--- src/rtl/tlu_ch_tx_pkg.sv ---
// Shared constants, state encoding and slot-arithmetic helpers for the TLU
// channel transmitter.
package tlu_ch_tx_pkg;

  localparam int SLOTS  = 16;  // slots per CLK40 cycle
  localparam int SLOT_W = 4;   // slot index width
  localparam int END_W  = 9;   // end-slot width, max 15 + 255 = 270
  localparam int CYC_W  = 5;   // pulse-relative cycle counter width

  typedef enum logic [1:0] {
    IDLE,
    PULSE,
    GAP
  } state_e;

  // Exclusive end slot of a pulse: E = S + WIDTH.
  function automatic logic [END_W-1:0] slot_end(input logic [SLOT_W-1:0] s,
                                                input logic [7:0]        w);
    return END_W'(s) + END_W'(w);
  endfunction

  // Index of the last cycle carrying a high slot: (E-1) >> 4.
  function automatic logic [CYC_W-1:0] last_cycle(input logic [END_W-1:0] e);
    return CYC_W'((e - END_W'(1)) >> SLOT_W);
  endfunction

endpackage

--- src/rtl/tlu_ch_tx_word.sv ---
// Combinational mask generator: slot j of cycle c is high iff S <= 16c+j < E.
// Slot 0 (earliest in time) lands on word bit 15.
module tlu_ch_tx_word
  import tlu_ch_tx_pkg::*;
(
  input  logic [SLOT_W-1:0] s,
  input  logic [END_W-1:0]  e,
  input  logic [CYC_W-1:0]  c,
  output logic [SLOTS-1:0]  word
);

  logic [END_W-1:0] slot_idx;

  // NOTE: every variable assigned in always_comb gets a default first, so no
  // path leaves it holding its old value and a latch cannot be inferred.
  always_comb begin
    word     = '0;
    slot_idx = '0;
    for (int j = 0; j < SLOTS; j++) begin
      slot_idx          = {c, SLOT_W'(j)};
      word[SLOTS-1-j]   = (slot_idx >= END_W'(s)) && (slot_idx < e);
    end
  end

endmodule

--- src/rtl/tlu_ch_tx.sv ---
// TLU channel pulse-train transmitter: one 16-slot word per CLK40 cycle.
// Define TLU_CH_TX_TIMESTAMP_EN to add TIME_STAMP / LAST_START readback.
module tlu_ch_tx
  import tlu_ch_tx_pkg::*;
#(
  parameter int MAX_PULSES = 255
) (
  input  logic        CLK40,
  input  logic        RST_N,
  input  logic        EN,
  input  logic        EN_INVERT,
  input  logic        START,
  input  logic [3:0]  FINE_DELAY,
  input  logic [7:0]  WIDTH,
  input  logic [7:0]  NUM_PULSES,
  input  logic [7:0]  PERIOD,
  output logic        READY,
  output logic        BUSY,
  output logic        DONE,
  output logic [15:0] OUT
`ifdef TLU_CH_TX_TIMESTAMP_EN
  ,
  input  logic [3:0]  TIME_STAMP,
  output logic [7:0]  LAST_START
`endif
);

  state_e             state_q, state_d;
  logic [SLOT_W-1:0]  s_q, s_d;
  logic [END_W-1:0]   e_q, e_d;
  logic [7:0]         n_q, n_d;        // pulses left, including the current one
  logic [7:0]         period_q, period_d;
  logic [7:0]         pos_q, pos_d;    // cycles since the current pulse's c=0
  logic [SLOTS-1:0]   out_q, out_d;
  logic               done_q, done_d;

  logic               accept;
  logic [CYC_W-1:0]   c_last;
  logic [END_W-1:0]   e_new;
  logic [7:0]         span_new;
  logic [7:0]         n_new;
  logic [SLOTS-1:0]   word;
  logic [SLOTS-1:0]   out_raw;

  assign accept   = START && EN && (state_q == IDLE) &&
                    (WIDTH != '0) && (NUM_PULSES != '0);
  assign c_last   = last_cycle(e_q);
  assign e_new    = slot_end(FINE_DELAY, WIDTH);
  assign span_new = 8'(last_cycle(e_new)) + 8'd1;
  assign n_new    = (int'(NUM_PULSES) > MAX_PULSES) ? 8'(MAX_PULSES) : NUM_PULSES;

  tlu_ch_tx_word u_word (
    .s    (s_q),
    .e    (e_q),
    .c    (pos_q[CYC_W-1:0]),
    .word (word)
  );

  always_comb begin
    state_d  = state_q;
    s_d      = s_q;
    e_d      = e_q;
    n_d      = n_q;
    period_d = period_q;
    pos_d    = pos_q;
    done_d   = 1'b0;
    out_raw  = '0;

    case (state_q)
      IDLE: begin
        if (accept) begin
          state_d  = PULSE;
          s_d      = FINE_DELAY;
          e_d      = e_new;
          n_d      = n_new;
          // Stretch the period so consecutive pulses never overlap.
          period_d = (PERIOD > span_new) ? PERIOD : span_new;
          pos_d    = '0;
        end
      end

      PULSE: begin
        out_raw = word;
        pos_d   = pos_q + 8'd1;
        if (pos_q == 8'(c_last)) begin
          if (EN && (n_q > 8'd1)) begin
            n_d = n_q - 8'd1;
            if (period_q == 8'(c_last) + 8'd1) begin
              pos_d = '0;
            end else begin
              state_d = GAP;
            end
          end else begin
            state_d = IDLE;
            done_d  = 1'b1;
          end
        end
      end

      GAP: begin
        pos_d = pos_q + 8'd1;
        if (!EN) begin
          state_d = IDLE;
          done_d  = 1'b1;
        end else if (pos_q == period_q - 8'd1) begin
          state_d = PULSE;
          pos_d   = '0;
        end
      end

      default: state_d = IDLE;
    endcase

    // Polarity is applied to whatever word is registered next, never latched.
    out_d = out_raw ^ {SLOTS{EN_INVERT}};
  end

  // NOTE: sequential state uses non-blocking assignments so every flop samples
  // the pre-edge values of the others, independent of statement order.
  always_ff @(posedge CLK40 or negedge RST_N) begin
    if (!RST_N) begin
      state_q  <= IDLE;
      s_q      <= '0;
      e_q      <= '0;
      n_q      <= '0;
      period_q <= '0;
      pos_q    <= '0;
      out_q    <= '0;
      done_q   <= 1'b0;
    end else begin
      state_q  <= state_d;
      s_q      <= s_d;
      e_q      <= e_d;
      n_q      <= n_d;
      period_q <= period_d;
      pos_q    <= pos_d;
      out_q    <= out_d;
      done_q   <= done_d;
    end
  end

  assign READY = (state_q == IDLE);
  assign BUSY  = (state_q != IDLE);
  assign DONE  = done_q;
  assign OUT   = out_q;

`ifdef TLU_CH_TX_TIMESTAMP_EN
  logic [7:0] last_start_q, last_start_d;

  always_comb begin
    last_start_d = last_start_q;
    if ((state_q == PULSE) && (pos_q == '0)) begin
      last_start_d = {TIME_STAMP, s_q};
    end
  end

  always_ff @(posedge CLK40 or negedge RST_N) begin
    if (!RST_N) begin
      last_start_q <= '0;
    end else begin
      last_start_q <= last_start_d;
    end
  end

  assign LAST_START = last_start_q;
`endif

endmodule

--- config.mk ---
export PLATFORM = sky130hd
export DESIGN_NAME = tlu_ch_tx
export DESIGN_NICKNAME = d
export VERILOG_FILES = /design/src/rtl/tlu_ch_tx_pkg.sv /design/src/rtl/tlu_ch_tx_word.sv /design/src/rtl/tlu_ch_tx.sv
export SDC_FILE = /design/constraint.sdc
export NUM_CORES = 1
export LEC_CHECK = 0
export CORE_MARGIN = 4
export CORE_UTILIZATION = 52
export DETAILED_ROUTE_END_ITERATION = 6
export HOLD_SLACK_MARGIN = 0.1
export PLACE_DENSITY_LB_ADDON = 0.1
export SLEW_MARGIN = 20
export SYNTH_ARGS = -nofsm -noshare
export SYNTH_HDL_FRONTEND = slang
export SYNTH_SLANG_ARGS = --single-unit
--- constraint.sdc ---
create_clock -name CLK40 -period 2.84 [get_ports CLK40]
set_input_delay 0.568 -clock CLK40 [delete_from_list [all_inputs] [get_ports CLK40]]
set_output_delay 0.568 -clock CLK40 [all_outputs]
set_load 0.1 [all_outputs]
# After elaboration in Yosys (flattened, before gate mapping)

Cells that the tools add are included.

Output and inout port bits: 19
Memory bits (read-only): 0
Bits in registers: 56
RAM bits: 0
Bits of input ports: 33
Memories kept: 0
Bits in latches: 0

Bitwise logic cells: 1
Reduce and logical (&&, ||, !) cells: 31
Eq/ne operators: 10
Shifts and indexed selects: 0
Div/mod/pow operators: 0
$lt $le $gt $ge: 34
Mux-type cells: 24
Multiply operators: 0
Add/sub/neg operators: 8

Operator list:

| kind                                                                            | number |
|---|---|
| 9-bit by 4-bit greater-or-equal comparator with 1-bit output                    | 16 |
| 9-bit less-than comparator                                                      | 16 |
| 8-bit 2-to-1 mux                                                                | 10 |
| 8-bit case mux with 3 select lines                                              | 1 |
| 1-bit logical AND                                                               | 21 |
| 9-bit by 1-bit subtractor with 9-bit output, second input constant              | 2 |
| 16-bit 2-to-1 mux                                                               | 1 |
| 8-bit case mux with 2 select lines                                              | 1 |
| 8-bit nonzero test                                                              | 2 |
| 8-bit by 1-bit subtractor with 8-bit output, second input constant              | 2 |
| 16-bit XOR                                                                      | 1 |
| 5-bit by 1-bit adder with 6-bit output, second input constant                   | 2 |
| 2-bit 2-to-1 mux                                                                | 6 |
| 4-bit by 8-bit adder with 9-bit output                                          | 1 |
| 8-bit by 1-bit adder with 8-bit output, second input constant                   | 1 |
| 8-bit by 5-bit equality test with 1-bit output                                  | 1 |
| 8-bit by 6-bit equality test with 1-bit output                                  | 1 |
| 8-bit equality test                                                             | 1 |
| 8-bit by 1-bit greater-than comparator with 1-bit output, second input constant | 1 |
| 8-bit by 6-bit greater-than comparator with 1-bit output                        | 1 |
| 4-bit AND reduction                                                             | 2 |
| 3-bit inequality test, second input constant                                    | 2 |
| 2-bit case mux with 3 select lines                                              | 1 |
| 2-bit inequality test, second input constant                                    | 2 |
| other kinds (9)                                                                 | 13 |

# Depth between registers and ports, before layout

Word-level depth: 7
Mapped depth: 19
Mapped depth without buffers: 19

# By module

Synthesis repeated with hierarchy kept, for this count alone.

Cells, all modules: 542
Area, all modules: 4633.2 sq um

Modules (own cells, without submodules):

| module         | area each (sq um) | cells an instance | times used | seq. area each (sq um) |
|---|---|---|---|---|
| tlu_ch_tx      | 4016.4            | 451               | 1          | 1401.3 |
| tlu_ch_tx_word | 616.8             | 91                | 1          | 0.0 |

# Worst setup path after synthesis

Ideal clock, no wire load.

Path kind: input to register
Start: in WIDTH[0]
End: reg period_q[5]
Cell stages on the path: 19
Buffers on the path: 0
Data arrival time: 4049 ps
Path slack: -1292 ps
Cell sequence: ha_1 > inv_1 > fa_1 > nor2b_1 > o21a_1 > or3_1 > and2_1 > xor2_1 > inv_1 > ha_1 > nor4_1 > mux2i_1 > xnor2_1 > ha_1 > nand4_1 > o22ai_1 > a22o_1 > mux2_2 > o21ai_0

Cells in the longest elaborated chain, start to end: 5
Elaborated cells between the ends (all ways): 9
Those cells by class: add/sub (3); order compare (1); mux (1); reduce/logical (4)

Ends and longest elaborated chain:

| element                                                  | line                | RTL |
|---|---|---|
| from (decl)                                              | tlu_ch_tx.sv:14     | `input logic [7:0] WIDTH,` |
| 4-bit by 8-bit adder with 9-bit output                   | tlu_ch_tx_pkg.sv:19 | `return END_W'(s) + END_W'(w);` |
| 9-bit by 1-bit subtractor with 9-bit output              | tlu_ch_tx_pkg.sv:24 | `return CYC_W'((e - END_W'(1)) >> SLOT_W);` |
| 5-bit by 1-bit adder with 6-bit output                   | tlu_ch_tx.sv:49     | `assign span_new = 8'(last_cycle(e_new)) + 8'd1;` |
| 8-bit by 6-bit greater-than comparator with 1-bit output | tlu_ch_tx.sv:77     | `period_d = (PERIOD > span_new) ? PERIOD : span_new;` |
| 8-bit 2-to-1 mux                                         | tlu_ch_tx.sv:77     |  |
| to (signal assigned)                                     | tlu_ch_tx.sv:135    | `period_q <= period_d;` |
| to (decl)                                                | tlu_ch_tx.sv:32     | `logic [7:0] period_q, period_d;` |

Several ways; a longest one is shown, not always the timed one.
A chain may end at the register's enable or synchronous reset.

# Worst setup path after layout

Start: in WIDTH[1]
End: reg period_q[4]

The elaborated chain is that of the path after synthesis.

==> impl_metrics.toml <==
[outcome]
status = "complete, but fails checks"
violations = "negative setup slack"

[power_and_ir_drop]
comb_power_share = 0.712
pwr-share-clk = 0.073
internal_power_w = 0.003403
powerDensity_nw_per_um2 = 1126
netSwitchingFraction = 0.5169
share_seq_of_total_power = 0.214
p_switching_w = 0.003642
finalPower_w = 0.007045
peakVddDrop_v = 0.0005817
p_leak_nw = 2.745

[final_layout]
drive_above_1_share = 0.3313
diodes = 0
nFillCells = 585
final_nets = 706
syn_to_final_growth_pct = 41.15

[synthesis]
ys_top_cells_by_count = "56 x dfrtp_1, 54 x nand2_1, 33 x nor2_1, 33 x o21ai_0, 29 x xnor2_1"
yosys_most_used_dff = "dfrtp_1"
netlist_area_um2 = 4433
syn_nets = 581
avgSynthCellArea_um2 = 8.525
synth_most_common_cell = "dfrtp_1"
synth_area_leaders = "dfrtp_1 32%, ha_1 7.6%, xnor2_1 5.7%, nand2_1 4.6%, o21ai_0 3.7%"
synth_seq_cells = 56
ys_types = 68
synth_top_area_frac = 0.3161
synth_warnings = 0
synth_enable_flop_cells = 0
synthCells = 520
async_reset_ff_frac = 1.000
ys_seq_area_frac = 0.3161
yosys.area.top_type = "dfrtp_1"

[sta]
hold_violations = 0
period_needed_ns = 3.903
period_share = 1.374
hold_slack_ns = 0.1718
tightestPinTransition_ns = 0.8430
drv_slew = 0
fmax_ghz = 0.2562
max_slew_margin = 0.4362
clock_skew_ns = 0.01258
worst_slack_ns = -1.063
rsz0062_at_grt = "yes"
finalSetupViolations = 15

[clocking]
clockBufferDepth = 2
cts.clk_slew.worst_paths_ns = 0.10
cts_made_buffers = 5
cts_tree = "built"
cts-htree-levels = 2
clk_latency_ns = 0.31
root_buffer = "clkbuf_8"
cts.sinks = 56

[route]
drt-total-wl_um = 12660
drcViolationCount = 0
dr.pass1.iters = 5
vias = 4435
vias_per_cell = 5.905
drtAntennaViolNets = 0
drt-wirelength-per-cell_um = 16.86
drt_iter0_markers = 195

[worst_setup_path]
worstPathArrival_ns = 4.15
cp-startpoint = "WIDTH[1]"
startpoint_type = "input pin"
r2r_end = "state_q[0]$_DFFE_PN0P_"
crit_fanout = 4
endpoint_kind = "flip-flop"
r2r_start = "e_q[3]$_DFFE_PN0P_"
required_ns = 3.09
r2r_cells = 13
rrSetupSlack_ns = -0.29
critical_path_class = "input pin to flip-flop"

[place]
gp_routability_congestion = 0.9038
dp_hpwl_um = 9213
port_buffers = 51

[floorplan]
rows = 33
initial_utilization = 0.5368
die_w_um = 100.3
core_um2 = 8258
num_io_pins = 52
die_h_um = 100.3
dieArea_um2 = 10070

[global_routing]
grt_antenna_before_repair = 0
grt_pass1_wl_um = 19860
globalRoute.totalOverflow = 0
grt_pass1_vias = 4262
grt_usage = 0.2385
grt_max_degree = 28

[run]
maxCapViolCount = 0

[hold_path]
hp-class = "input pin to async pin"
## cell type report
type | instances | area (um2) | area share
Clock buffer | 6 | 72.57 | 0.01160
Clock inverter | 2 | 35.03 | 0.005599
Inverter | 29 | 108.9 | 0.01740
Multi-Input combinational cell | 408 | 3301 | 0.5275
Sequential cell | 56 | 1401 | 0.2240
Tap cell | 105 | 131.4 | 0.02100
Timing Repair Buffer | 145 | 1207 | 0.1930
## logic make-up (layout without fill, tap and decap cells)
| group | count (synthesis) | count (layout) | synth area share |
|---|---|---|---|
| simple gates | 192 | 192 | 0.2221 |
| compound gates | 127 | 127 | 0.2066 |
| flops | 56 | 56 | 0.3161 |
| buf+inv | 56 | 182 | 0.04798 |
| xor+xnor | 47 | 47 | 0.09286 |
| fa+ha+maj | 28 | 28 | 0.08072 |
| mux | 14 | 14 | 0.03359 |
## cells in the final DEF, fill, tap and decap left out, drive strengths merged, types with 17 or more instances in the layout
cell type / count
buf: 116
dfrtp: 56
nand2: 55
o21ai: 34
nor2: 33
xnor2: 29
inv: 28
ha: 27
clkdlybuf4s50: 23
xor2: 18
nor3: 17
## through the flow
step | cells | setup TNS (ns) | instance area, um2 | util | setup WS, ns
6_report | 751 | -7.324 | 6257 | 0.7577 | -1.063
5_1_grt | 751 | -9.468 | 6257 | 0.7577 | -1.222
4_1_cts | 739 | -6.680 | 5869 | 0.7108 | -1.084
3_5_place_dp | 723 | -13.96 | 5549 | 0.6720 | -2.002
3_3_place_gp | 723 | -12.38 | 5549 | 0.6720 | -1.766
2_1_floorplan | 520 | -6.662 | 4514 | - | -1.139
## state kept, by name (all words and copies together), names as in the netlist
name / cells
OUT: 16
e_q: 9
n_q: 8
period_q: 8
pos_q: 8
s_q: 4
state_q: 2
DONE: 1
## what timing repair did
| action | in CTS | in global routing |
|---|---|---|
| pin swaps | 29 | 30 |
| hold buffers | 0 | 0 |
| setup buffers | 9 | 12 |
| resized for setup | 54 | 56 |
| endpoints found under the setup margin | 18 | 23 |
## layer usage
layer,up-vias,GRT usage,wire (um)
met5,-,0,0
met4,0,0.06114,324
met3,34,0.03544,683
met2,144,0.3965,6169
met1,2122,0.3262,5482
li1,2135,-,-
## worst max-delay path by stage
| stage | end |
|---|---|
| floorplan | period_q[5]$_DFFE_PN0P_ |
| global placement | period_q[5]$_DFFE_PN0P_ |
| detailed placement | period_q[5]$_DFFE_PN0P_ |
| CTS | period_q[5]$_DFFE_PN0P_ |
| global route | period_q[4]$_DFFE_PN0P_ |
| finish | period_q[4]$_DFFE_PN0P_ |
## power by group through the flow
stage,registers (W),clock network [W],logic (W)
after floorplan,0.00225,0,0.00239
after global placement,0.00148,0,0.00431
final,0.00151,0.000516,0.00502
after global routing,0.00157,0.000566,0.00538
after detailed placement,0.00150,0,0.00441
after CTS,0.00149,0.000533,0.00460
## critical path: stages
cell and delay, ns:
clkdlybuf4s15_2 0.22, ha_1 0.33, a21o_1 0.18, a21oi_2 0.24, mux2i_4 0.40, xor2_2 0.21, inv_2 0.06, ha_4 0.17
xnor2_1 0.21, xnor2_1 0.18, ha_1 0.29, o21a_1 0.11, o21a_1 0.19, o21ai_2 0.18, a22oi_2 0.12, or4_1 0.41
nand3_1 0.08
Note: power is estimated with default switching activity, not from simulation.
